===== config.mk =====
export PLATFORM = sky130hd
export DESIGN_NAME = regbank_read_port
export DESIGN_NICKNAME = d
export VERILOG_FILES = /design/src/rtl/regbank_read_port.sv
export SDC_FILE = /design/constraint.sdc
export NUM_CORES = 1
export LEC_CHECK = 0
export ABC_AREA = 1
export CAP_MARGIN = 20
export CORE_ASPECT_RATIO = 2
export CORE_UTILIZATION = 45
export CTS_BUF_LIST = sky130_fd_sc_hd__clkbuf_4 sky130_fd_sc_hd__clkbuf_8
export DETAILED_ROUTE_END_ITERATION = 16
export PLACE_DENSITY = 0.86
export SKIP_CTS_REPAIR_TIMING = 1
export SLEW_MARGIN = 40
export SYNTH_ARGS = -nofsm -noshare
export SYNTH_HDL_FRONTEND = slang
export SYNTH_SLANG_ARGS = --single-unit

===== constraint.sdc =====
create_clock -name CLK -period 2 [get_ports CLK]
set_input_delay 0.2 -clock CLK [delete_from_list [all_inputs] [get_ports CLK]]
set_output_delay 0.2 -clock CLK [all_outputs]
set_load 0.02 [all_outputs]

===== src/rtl/regbank_read_port.sv =====
// Two-stage operand-fetch port for the 8x8 register bank, clocked on the falling edge.
// S1 holds register indices, S2 holds the operand pair. Same-edge bank writes are forwarded.
module regbank_read_port (
   input  logic       CLK,
   input  logic       RSTn,
   input  logic [7:0] R0,
   input  logic [7:0] R1,
   input  logic [7:0] R2,
   input  logic [7:0] R3,
   input  logic [7:0] R4,
   input  logic [7:0] R5,
   input  logic [7:0] R6,
   input  logic [7:0] R7,
   input  logic [2:0] RA,
   input  logic [2:0] RB,
   input  logic       REQ,
   output logic       RDY,
   output logic [7:0] OA,
   output logic [7:0] OB,
   output logic       VLD,
   input  logic       TAKE,
   input  logic       WE,
   input  logic [2:0] WS,
   input  logic [7:0] WD
);

   // Handshake: a request transfers on a falling edge where REQ & RDY. RDY never
   // depends on REQ. A pair leaves S2 on a falling edge where VLD & TAKE.
   logic       s1_v;
   logic [2:0] s1_a;
   logic [2:0] s1_b;

   logic       advance;
   logic       accept;
   logic       xfer;
   logic [7:0] bank [8];
   logic [7:0] fwd_a;
   logic [7:0] fwd_b;

   always_comb begin
      bank[0] = R0;
      bank[1] = R1;
      bank[2] = R2;
      bank[3] = R3;
      bank[4] = R4;
      bank[5] = R5;
      bank[6] = R6;
      bank[7] = R7;
   end

   assign advance = !VLD || TAKE;
   assign RDY     = !s1_v || advance;
   assign accept  = REQ && RDY;
   assign xfer    = s1_v && advance;

   // A write landing on the transfer edge wins over the bank's stale output.
   assign fwd_a = (WE && (WS == s1_a)) ? WD : bank[s1_a];
   assign fwd_b = (WE && (WS == s1_b)) ? WD : bank[s1_b];

   always_ff @(negedge CLK or negedge RSTn) begin
      if (!RSTn) begin
         s1_v <= 1'b0;
         s1_a <= 3'd0;
         s1_b <= 3'd0;
      end else if (accept) begin
         s1_v <= 1'b1;
         s1_a <= RA;
         s1_b <= RB;
      end else if (xfer) begin
         s1_v <= 1'b0;
      end
   end

   always_ff @(negedge CLK or negedge RSTn) begin
      if (!RSTn) begin
         VLD <= 1'b0;
         OA  <= 8'h00;
         OB  <= 8'h00;
      end else if (xfer) begin
         VLD <= 1'b1;
         OA  <= fwd_a;
         OB  <= fwd_b;
      end else if (VLD && TAKE) begin
         VLD <= 1'b0;
      end
   end

endmodule


Word-level counts from Yosys, hierarchy flattened. Cells that the tools add are included.

Register bits after elaboration: 24. Output and inout bits: 18. Word-level logic and storage cells: 35.

Order comparisons: 2. Equal/unequal tests: 2. Muxes and demuxes: 12. Bitwise gates (word level): 2. Reduce and logical (&&, ||, !) cells: 11.

Operators with widths (number): binary-select mux 8 bit (select 3 bit) (2); 2-to-1 mux 8 bit (6); greater-or-equal comparator 4 bit, second input constant (2); NOT 3 -> 4 bit (2); == test 3 bit (2); logical AND 1 bit (5); 2-to-1 mux 1 bit (4); nonzero test 2 bit (2); zero test 1 bit (2); logical OR 1 bit (2).

Logic depth before layout (Yosys ltp). Gate-level depths: netlist (run 1).

Depth after elaboration: 5. Gate-level depth with buffers: 9. Gate-level depth less buffers: 8.

==> results.cfg, run 1 <==
[outcome]
status = finished with violations
violations = negative setup slack

[timing]
drv_slew = 0
rsz0062_at_grt = yes
worst_slack_ns = -0.282
slew_headroom_pct = 67.6
timing.hold.ws_ns = 0.466
setup_viol = 41
hold_viol_final = 0
fin_skew_ns = 0.00328
worstMarginPinSlew_ns = 0.486

[logic_synthesis]
synth_top_family_by_area = simple AND/OR/NAND/NOR gates
syn_avg_cell_area_um2 = 5.75
synth_cell_types = 21
synth.yosys.warnings = 0
synthAdderAreaFrac_pct = 0
yosys.area.top_type_share_pct = 26.4
synth_edf_count = 0
netlist_area_um2 = 2600
synth_mux_area_share_pct = 0
syn_inst = 453
synth_compound_gate_area_share_pct = 6.53
yosysTopAreaCell = nand2_1
ys_top_cells_by_count = 183 x nand2_1, 116 x nand3_1, 36 x inv_1
ys_seq_elements = 24
synth_area_leaders = nand2_1 26%, dfrtn_1 23%, nand3_1 22%
ys_seq_area_share_pct = 23.1
async_reset_ff_share_pct = 100
synth-simple-area-share_pct = 57.3
synth_ff_type = dfrtn_1
syn_nets = 539
synth_most_common_cell = nand2_1
synth-xor-area-share_pct = 0

[die]
start_util_pct = 47.2
rows = 38
die_w_um = 55.8
core-area_um2 = 5520
die_y_um = 110
fp.dieArea_um2 = 6120
io_pins = 104

[clock_tree]
cts_tree = done
clk_pin_slew_ns = 0.06
cts_buffers = 3
insertion_delay_ns = 0.28
cts_root_buf = clkbuf_8
cts-htree-levels = 1
clock_path_buffers = 2
clkSinkCount = 24

[cells_and_area]
ff_latch_area_um2 = 601
diodes = 0
nFillCells = 483
multiInputGateArea_um2 = 1690
design_area_um2 = 3980
syn2layout_area_growth_pct = 52.9
drive_gt1_share_pct = 18.6
nNetsFinal = 653

[grt]
grt_use_total_pct = 29.4
grt_max_degree = 36
grt_busiest_layer = met2
antenna_found_initial = 0
use_met3_pct = 3.53
grt_use_met1_pct = 30.8
grtUsageMet2_pct = 55.2
overflow = 0
grt_pass1_vias = 3229
grt_pass1_wl_um = 14300

[critical_path]
crit_family = flip-flops
crit_chain = nand3_2 > buf_6 > buf_6
worstSetupPathType = flop to primary output
critPathLaunchType = flop
cp_num_buf_inv = 2
endpoint_kind = primary output
critPathMaxFanout = 2
slowest_stage = dfrtn_1
crit_top_cell = buf_6
crit_arrival_ns = 2.08
crit_required_ns = 1.80
slowest_delay_ns = 0.44

[route]
drt_pass1_iterations = 6
vias = 3575
drc = 0
drt-total-wl_um = 9770
wl_per_cell_um = 15.6
vias_per_cell = 5.71
drtAntennaViolNets = 0
drtIter0Drc = 192

[placed_design]
dpl.hpwl_um = 6840
finalWeightedCongestion = 0.911
placed_area_um2 = 3700
port_buffers = 103

[power_and_ir_drop]
ir_worst_vdd_mv = 0.778
power_uw = 3220
leakagePower_uw = 0.00206
p_per_area_nw_per_um2 = 808

[min_path]
holdCritPathClass = flop to flop

[flow_run]
cap_violations = 0
[layer usage]
metal	vias to the layer above	routed length, µm
met1	1606	3130
met2	252	5310
met4	0	554
met5	-	0
met3	57	766
li1	1660	-
[layout make-up]
| type | count | area share [%] |
|---|---|---|
| timing repair buffer | 135 | 34.2 |
| sequential | 24 | 15.1 |
| multi-input combinational | 358 | 42.3 |
| inverter | 45 | 4.68 |
| clock inverter | 1 | 0.754 |
| tap | 60 | 1.88 |
| clock buffer | 3 | 1.04 |
[through the flow]
| stage | TNS (ns) | utilization [%] | setup slack (ns) | instances |
|---|---|---|---|---|
| after floorplan | 0 | - | 0.0156 | 453 |
| after global placement | -15.71 | 67.0 | -0.569 | 605 |
| after detailed placement | -16.63 | 67.0 | -0.616 | 605 |
| after CTS | -15.25 | 68.3 | -0.674 | 609 |
| after global routing | -7.09 | 72.2 | -0.316 | 626 |
| final | -5.38 | 72.2 | -0.282 | 626 |
[worst reg2reg max path: stages, from the launching register on]
cell and delay, ns:
dfrtn_1 0.71, inv_4 0.15, nand2_1 0.11, nand2_2 0.07, nor2_4 0.10, dlymetal6s2s_1 0.23, nand3b_1 0.12, nand2_1 0.09
o21ai_2 0.06
[cells in the final DEF, fill, tap and decap left out]
| cell | count |
|---|---|
| a21oi_1 | 6 |
| a21oi_2 | 5 |
| buf_12 | 2 |
| buf_4 | 25 |
| buf_6 | 20 |
| bufinv_16 | 1 |
| clkbuf_16 | 1 |
| clkbuf_8 | 3 |
| clkdlybuf4s50_1 | 81 |
| dfrtn_1 | 24 |
| dlymetal6s2s_1 | 6 |
| inv_1 | 34 |
| inv_2 | 4 |
| inv_4 | 7 |
| nand2_1 | 182 |
| nand2_2 | 7 |
| nand2_4 | 2 |
| nand3_1 | 115 |
| nand3_2 | 1 |
| nand3b_1 | 1 |
| nor2_1 | 12 |
| nor2_2 | 12 |
| nor2_4 | 3 |
| nor2_8 | 1 |
| o21ai_2 | 11 |
[logic make-up after synthesis]
family | after synthesis
simple gates | 336
buf+inv | 71
flops | 24
compound gates | 22
[worst paths after layout]
kind	cells after the start	start	end	slack [ns]
worst max-delay path	3	VLD$_DFFE_NN0P_	RDY	-0.28
worst min-delay path	2	OA[4]$_DFFE_NN0P_	OA[4]$_DFFE_NN0P_	0.47
worst max register to register	8	s1_b[2]$_DFFE_NN0P_	OB[6]$_DFFE_NN0P_	0.21
worst min register to register	2	OA[4]$_DFFE_NN0P_	OA[4]$_DFFE_NN0P_	0.47
max in group asynchronous	2	RSTn	OB[1]$_DFFE_NN0P_	0.68
min in group asynchronous	2	RSTn	OB[2]$_DFFE_NN0P_	1.14
[state kept, by name, summed over array words and instances (netlist names)]
signal and count:
OA 8, OB 8, s1_a 3, s1_b 3, VLD 1, s1_v 1
[power breakdown]
| part | total [µW] | switching [µW] | internal (µW) |
|---|---|---|---|
| Sequential | 820 | 166 | 654 |
| Clock | 438 | 170 | 268 |
| Combinational | 1960 | 1040 | 921 |
(Power assumes the default switching activity.)
==> run 2, diff against run 1 <==
CELL_PAD_IN_SITES_DETAIL_PLACEMENT = 1   (was unset)
CELL_PAD_IN_SITES_GLOBAL_PLACEMENT = 1   (was unset)
CORE_UTILIZATION = 32   (was 45)
PLACE_DENSITY = 0.92   (was 0.86)
==> run 2 against run 1 <==
  * The run still ends with negative setup slack left
  * Critical path depth did not move
  * Sequential power is essentially flat
  * First-iteration DRC count rose by 12%
  * Worst hold slack gained 0.0019 ns
  * Cell area is 8.6% higher
  * Sequential share of layout area is 1.2 points lower
==> results.cfg, run 2 (synthesized netlist as in run 1, its figures left out) <==
[outcome]
status = finished with violations
violations = negative setup slack

[route]
drt-total-wl_um = 12800
vias = 3639
drc = 0
wl_per_cell_um = 19.3
drtAntennaViolNets = 0
drt_pass1_iterations = 4
drtIter0Drc = 215
vias_per_cell = 5.49

[timing]
drv_slew = 0
slew_headroom_pct = 60.3
fin_skew_ns = 0.00335
worst_slack_ns = -0.272
setup_viol = 20
worstMarginPinSlew_ns = 0.595
hold_viol_final = 0
rsz0062_at_grt = yes
setup_tns_ns = -1.41
timing.hold.ws_ns = 0.468

[clock_tree]
clkSinkCount = 24
insertion_delay_ns = 0.29
cts-htree-levels = 1
clock_path_buffers = 2
cts_tree = done
clk_pin_slew_ns = 0.06
cts_root_buf = clkbuf_8
cts_buffers = 3

[cells_and_area]
syn2layout_area_growth_pct = 66.1
drive_gt1_share_pct = 29.1
layout_common_cells = 169 x nand2_1, 85 x nand3_1, 52 x dlymetal6s2s_1
reg_top3 = OA: 8 flops, OB: 8 flops
nNetsFinal = 655
diodes = 0
final_common_cell = nand2_1

[critical_path]
worstSetupPathType = flop to primary output
crit_start = VLD$_DFFE_NN0P_
critPathLaunchType = flop
crit_top_cell = buf_6
critPathMaxFanout = 2
slowest_delay_ns = 0.43
crit_chain = nand3_2 > buf_6 > buf_6
reg2reg_from = s1_a[2]$_DFFE_NN0P_
crit_required_ns = 1.80
endpoint_kind = primary output
crit_arrival_ns = 2.07
slowest_stage = dfrtn_1

[grt]
overflow = 0
grt_use_total_pct = 25.6
grt_pass1_vias = 3582
grt_pass1_wl_um = 16800
grt_max_degree = 34
antenna_found_initial = 0

[min_path]
hold_start = OB[7]$_DFFE_NN0P_
holdCritPathClass = flop to flop

[placed_design]
dpl.hpwl_um = 8410
finalWeightedCongestion = 0.875
port_buffers = 103

[power_and_ir_drop]
power_uw = 3290
leakagePower_uw = 0.00252
p_per_area_nw_per_um2 = 760
ir_worst_vdd_mv = 0.273

[flow_run]
cap_violations = 0

[die]
io_pins = 104
core-area_um2 = 7890
die_w_um = 65.8
rows = 46
fp.dieArea_um2 = 8530
die_y_um = 130
start_util_pct = 33.0
==> run 2: changes by cell type in the layout (fill, tap and decap cells not counted), moves of 3 or more <==
cell             before  now
clkbuf_2              0    3
clkdlybuf4s50_1      81   30
dlymetal6s2s_1        6   52
inv_1                34   26
inv_2                 4   12
nand2_1             182  169
nand2_2               7   19
nand3_1             115   85
nand3_2               1   31
nor2_1               12    9
nor2_4                3   10
==> run 2: critical path: cells and delay by family (launching register included) <==
family / cells / cell delay [ns]
DFF: 1 / 0.43
buffers and inverters: 2 / 0.25
and+or+nand+nor: 1 / 0.09
==> run 2: final timing paths <==
| kind | to | slack, ns | cells past startpoint |
|---|---|---|---|
| worst max-delay path | RDY | -0.27 | 3 |
| max in group asynchronous | OB[0]$_DFFE_NN0P_ | 0.67 | 2 |
| worst min register to register | OB[7]$_DFFE_NN0P_ | 0.47 | 2 |
| min in group asynchronous | OA[6]$_DFFE_NN0P_ | 1.14 | 2 |
| worst max register to register | OA[6]$_DFFE_NN0P_ | 0.18 | 7 |
| worst min-delay path | OB[7]$_DFFE_NN0P_ | 0.47 | 2 |
==> run 2: through the flow <==
stage          util [%]  instance area, µm²  setup WS (ns)  cells
3_5_place_dp       47.8                3770         -0.645    645
5_1_grt            54.9                4330         -0.288    663
3_3_place_gp       47.8                3770         -0.578    645
4_1_cts            48.3                3810         -0.684    648
2_1_floorplan         -                2610         0.0156    453
6_report           54.9                4330         -0.272    663
==> run 2: layout make-up <==
type | instances | area [µm²]
Tap cell | 96 | 120
Sequential cell | 24 | 601
Clock buffer | 3 | 41.3
Multi-Input combinational cell | 362 | 1940
Timing Repair Buffer | 133 | 1430
Inverter | 45 | 189
Fill cell | 1006 | 3560
==> run 2: routing by layer <==
layer	routed length, µm	global-route usage, %
met1	4360	26.9
met2	7210	48.0
met3	559	1.85
met4	686	14.2
met5	0	0
==> run 2: where the power goes <==
group | leakage (µW) | switching, µW | internal (µW)
Combinational | 0.00222 | 1220 | 944
Clock | 0.0000216 | 168 | 136
Sequential | 0.000280 | 168 | 654
Total | 0.00252 | 1550 | 1730
==> run 3, diff against run 2 <==
REMOVE_ABC_BUFFERS = 1   (was unset)
==> run 3 against run 2 <==
  * The flow still finishes with violations (negative setup slack)
  * Register-to-register slack better by 0.07 ns
  * Combinational power shrank 5%
  * Routed wire length is 5.4% lower
  * Non-clock buffer count shrank 4
  * Worst hold slack got worse by 0.0053 ns
  * Critical path depth unchanged
  * Final cell count down 0.75%
  * Die area stayed put
  * Total power rose by 0.91%
  * Critical endpoint unchanged
  * Cell area decreased by 7.1%
  * Global-route usage increased by 1.5 points
==> results.cfg, run 3 (synthesized netlist as in run 1, its figures left out) <==
[cells_and_area]
drive_gt1_share_pct = 18.9
layout_common_cells = 181 x nand2_1, 113 x nand3_1, 81 x clkdlybuf4s50_1
reg_top3 = OA: 8 flops, OB: 8 flops
syn2layout_area_growth_pct = 54.4
design_area_um2 = 4020
nNetsFinal = 649
diodes = 0
final_common_cell = nand2_1
ff_latch_area_um2 = 601
nFillCells = 1065
multiInputGateArea_um2 = 1710
final_util_pct = 51.0

[placed_design]
finalWeightedCongestion = 0.897
dpl.hpwl_um = 8570
placed_area_um2 = 3750
port_buffers = 103

[outcome]
violations = negative setup slack
status = finished with violations

[flow_run]
cap_violations = 0

[grt]
grt_pass1_wl_um = 17700
grt_max_degree = 34
antenna_found_initial = 0
grt_use_total_pct = 27.1
grt_pass1_vias = 3776
overflow = 0

[route]
drtAntennaViolNets = 0
vias = 3616
drt-total-wl_um = 12100
vias_per_cell = 5.50
drtIter0Drc = 225
drc = 0
drt_pass1_iterations = 4
wl_per_cell_um = 18.4

[critical_path]
slowest_stage = dfrtn_1
crit_required_ns = 1.80
reg2reg_from = s1_b[0]$_DFFE_NN0P_
endpoint_kind = primary output
r2r_setup_slack_ns = 0.25
critPathLaunchType = flop
reg2reg_depth = 6
slowest_delay_ns = 0.44
crit_chain = nand3_2 > buf_6 > buf_6
worstSetupPathType = flop to primary output
r2r_end = OB[3]$_DFFE_NN0P_
critPathMaxFanout = 2
crit_arrival_ns = 2.06
crit_top_cell = buf_6

[die]
io_pins = 104
fp.dieArea_um2 = 8530
die_w_um = 65.8
die_y_um = 130
core-area_um2 = 7890
start_util_pct = 33.0
rows = 46

[power_and_ir_drop]
p_sw_share_pct = 44.8
p_int_uw = 1830
p_comb_share_pct = 61.7
p_sw_uw = 1490
ir_worst_vdd_mv = 0.316
leakagePower_uw = 0.00203
p_per_area_nw_per_um2 = 825
p_clk_share_pct = 13.5
p_seq_share_pct = 24.8

[timing]
setup_viol = 41
drv_slew = 0
worstMarginPinSlew_ns = 0.581
slew_headroom_pct = 61.2
fin_skew_ns = 0.00290
rsz0062_at_grt = yes
timing.hold.ws_ns = 0.463
worst_slack_ns = -0.263
setup_tns_ns = -4.54
hold_viol_final = 0

[clock_tree]
clock_path_buffers = 2
cts-htree-levels = 1
cts_tree = done
insertion_delay_ns = 0.29
clk_pin_slew_ns = 0.06
clkSinkCount = 24
cts_root_buf = clkbuf_8
cts_buffers = 3

[min_path]
hold_depth = 2
hold_start = OA[4]$_DFFE_NN0P_
hold_end = OA[4]$_DFFE_NN0P_
holdCritPathClass = flop to flop
run 3: final cells by class:
type	instances	area share (%)
Tap cell	96	2.99
Sequential cell	24	14.9
Timing Repair Buffer	129	33.0
Multi-Input combinational cell	360	42.6
Clock buffer	3	1.03
Inverter	45	4.70
Clock inverter	1	0.747
run 3: worst max-delay path by stage:
| stage | start | end | slack (ns) | cells past startpoint |
|---|---|---|---|---|
| floorplan | TAKE | OA[2]$_DFFE_NN0P_ | -0.23 | 7 |
| global placement | WS[1] | OB[3]$_DFFE_NN0P_ | -0.57 | 8 |
| detailed placement | WS[0] | OB[3]$_DFFE_NN0P_ | -0.63 | 8 |
| CTS | VLD$_DFFE_NN0P_ | RDY | -0.70 | 3 |
| global route | VLD$_DFFE_NN0P_ | RDY | -0.30 | 3 |
| finish | VLD$_DFFE_NN0P_ | RDY | -0.26 | 3 |
run 3: per-layer routing:
| metal | track usage (%) | up-vias | share of wire, % |
|---|---|---|---|
| li1 | - | 1653 | - |
| met1 | 27.7 | 1765 | 34 |
| met2 | 50.1 | 146 | 56 |
| met3 | 2.20 | 52 | 3.5 |
| met4 | 18.5 | 0 | 6.1 |
| met5 | 0 | - | 0 |
run 3: power by group through the flow:
stage | Sequential, µW | Clock (µW) | Combinational (µW)
2_1_floorplan | 978 | 0 | 762
3_3_place_gp | 786 | 0 | 1760
3_5_place_dp | 791 | 0 | 1820
4_1_cts | 784 | 450 | 1830
5_1_grt | 833 | 466 | 2200
6_report | 823 | 447 | 2050
run 3: critical path, delay by kind of cell (launching register included):
kind,cells,cell delay (ns)
AND/OR/NAND/NOR,1,0.09
buffers and inverters,2,0.25
flip-flops,1,0.44
run 3: stage by stage:
step,setup slack [ns],instances,total power [µW]
CTS,-0.702,647,3070
global placement,-0.572,643,2550
global route,-0.296,658,3500
detailed placement,-0.629,643,2610
floorplan,-0.231,427,1740
finish,-0.263,658,3320
==> RTL edit, RTL diff (settings of run 2) <==
Reset style: synchronous (`RSTn`), changed in 2 clocked blocks.
--- a/src/rtl/regbank_read_port.sv
+++ b/src/rtl/regbank_read_port.sv
@@ -57,7 +57,7 @@
    assign fwd_a = (WE && (WS == s1_a)) ? WD : bank[s1_a];
    assign fwd_b = (WE && (WS == s1_b)) ? WD : bank[s1_b];
 
-   always_ff @(negedge CLK or negedge RSTn) begin
+   always_ff @(negedge CLK) begin
       if (!RSTn) begin
          s1_v <= 1'b0;
          s1_a <= 3'd0;
@@ -71,7 +71,7 @@
       end
    end
 
-   always_ff @(negedge CLK or negedge RSTn) begin
+   always_ff @(negedge CLK) begin
       if (!RSTn) begin
          VLD <= 1'b0;
          OA  <= 8'h00;
Check against the original RTL: differs if RSTn is asserted again (counterexample within 4 cycles, from zero or initial values and one cycle with RSTn low); with RSTn held inactive, the same outputs for 10 cycles.
==> RTL edit against run 2 <==
- the run still ends with setup timing left
- sequential cell count stayed put
- critical path type unchanged
- design area is 6.3% lower
- sequential share of layout area is 1.5 points lower
- wire length is 0.80% higher
- non-clock buffer count is 1 lower
- core utilization is 3.1 points higher
- worst setup slack better by 0.057 ns
- count of clock-buffer cells in the layout stayed put
- area after synthesis is 10% lower
Power is not compared: it rests on default switching activity, and its combinational part moved more than twofold at a synthesized area within 25%.
==> RTL edit: results (changes against run 2) <==
Reg2Reg Setup Slack 0.25 ns (was 0.18 ns); Worst-Margin Slew 0.528 ns (was 0.595 ns); Tot GR Track Use 0.277 (was 0.256); fillers 914 (was 1006); setup slack after layout -0.214 ns (was -0.272 ns); Leak 2.11 nW; hold worst-path end OB[7] (unchanged); largest net degree at the start of global routing 45 (was 34); worst hold path type reg2reg (unchanged); failing checks setup timing (unchanged); Reg2Reg Launch Point s1_b[0] (was s1_a[2]); DRT Wirelength 12.9 mm (was 12.8 mm); RD Place Congestion 0.852 (was 0.875); Worst Setup EP RDY (unchanged); Synth Instances 418 (was 453); CP max FO 2 (unchanged); # nets final 637 (was 655); Reg power frac 0.274; Post-synth top flop dfxtp_1 (was dfrtn_1); status complete, but fails checks (unchanged); DR WL/cell 20.2 µm (was 19.3 µm); routed vias/inst 5.65 (was 5.49); RR Endpoint OB[6] (was OA[6]); Setup crit start s1_v (was VLD); fraction of final layout cells sized beyond drive strength 1 0.260 (was 0.291); drt pass-1 iters 5 (was 4); CP arrival 2.01 ns (was 2.07 ns); Setup Skew 0.0388 ns (was 0.00335 ns); Post-DP Area 3540 µm² (was 3770 µm²); synthesized net count 504 (was 539); fraction of registers with async set/reset 0 (was 1.00); Total Power 2.05 mW; sequential area share after synthesis 0.206 (was 0.231); Setup Viol. Count Final 28 (was 20); placed cells 607 (was 645); Num CTS Buffers 3 (unchanged); Initial DRC Count 308 (was 215); first-pass GRT wire length 16.8 mm (about the same); clk_lat worst skew 0.39 ns (was 0.29 ns); vias in the first global route 3649 (was 3582); Netlist cell types 23 (was 21); Hold Path Origin OB[7] (unchanged); Synth area leaders dfxtp_1, nand3_1, nand2_1 (was nand2_1, dfrtn_1, nand3_1); HPWL after DPL 8.13 mm (was 8.41 mm); post-synthesis compound-gate area fraction 0.238 (was 0.0653); worst r2r path cells 8 (was 7); Commonest cells post-synth nand2_1, nand3_1, o21ai_0, inv_1, a21oi_1 (was nand2_1, nand3_1, inv_1, dfrtn_1, nor2_1); Largest regs OA (8), OB (8) (unchanged); clock-pin slew on the worst setup and hold paths 0.04 ns (was 0.06 ns); IO Port Bufs 103 (unchanged)
-- RTL edit: through the flow --
stage                     setup slack (ns)  TNS (ns)  hold WS [ns]
after floorplan                    -0.0718    -0.357         0.543
after global placement              -0.721    -15.95         0.454
after detailed placement            -0.880    -18.02         0.462
after CTS                           -0.700    -16.72         0.478
after global routing                -0.236     -2.07         0.502
final                               -0.214     -1.40         0.495
-- RTL edit: final cells by class --
class	instances	area [µm²]	share of cell area
Clock inverter	24	90.1	0.0222
Inverter	48	199	0.0491
Multi-Input combinational cell	318	1720	0.423
Sequential cell	24	503	0.124
Tap cell	90	113	0.0278
Clock buffer	3	41.3	0.0102
Timing Repair Buffer	132	1390	0.343
-- RTL edit: worst max-delay path, cell delays in order, from the launching register on --
cell	delay, ns
dfxtp_2	0.32
nand3_2	0.09
buf_6	0.13
buf_6	0.12
-- RTL edit: routing by layer --
layer	wire length (µm)	GRT usage	vias up
met5	0	0	-
met4	619	0.167	0
met3	616	0.0400	49
met2	7050	0.526	181
met1	4630	0.280	1740
li1	-	-	1639
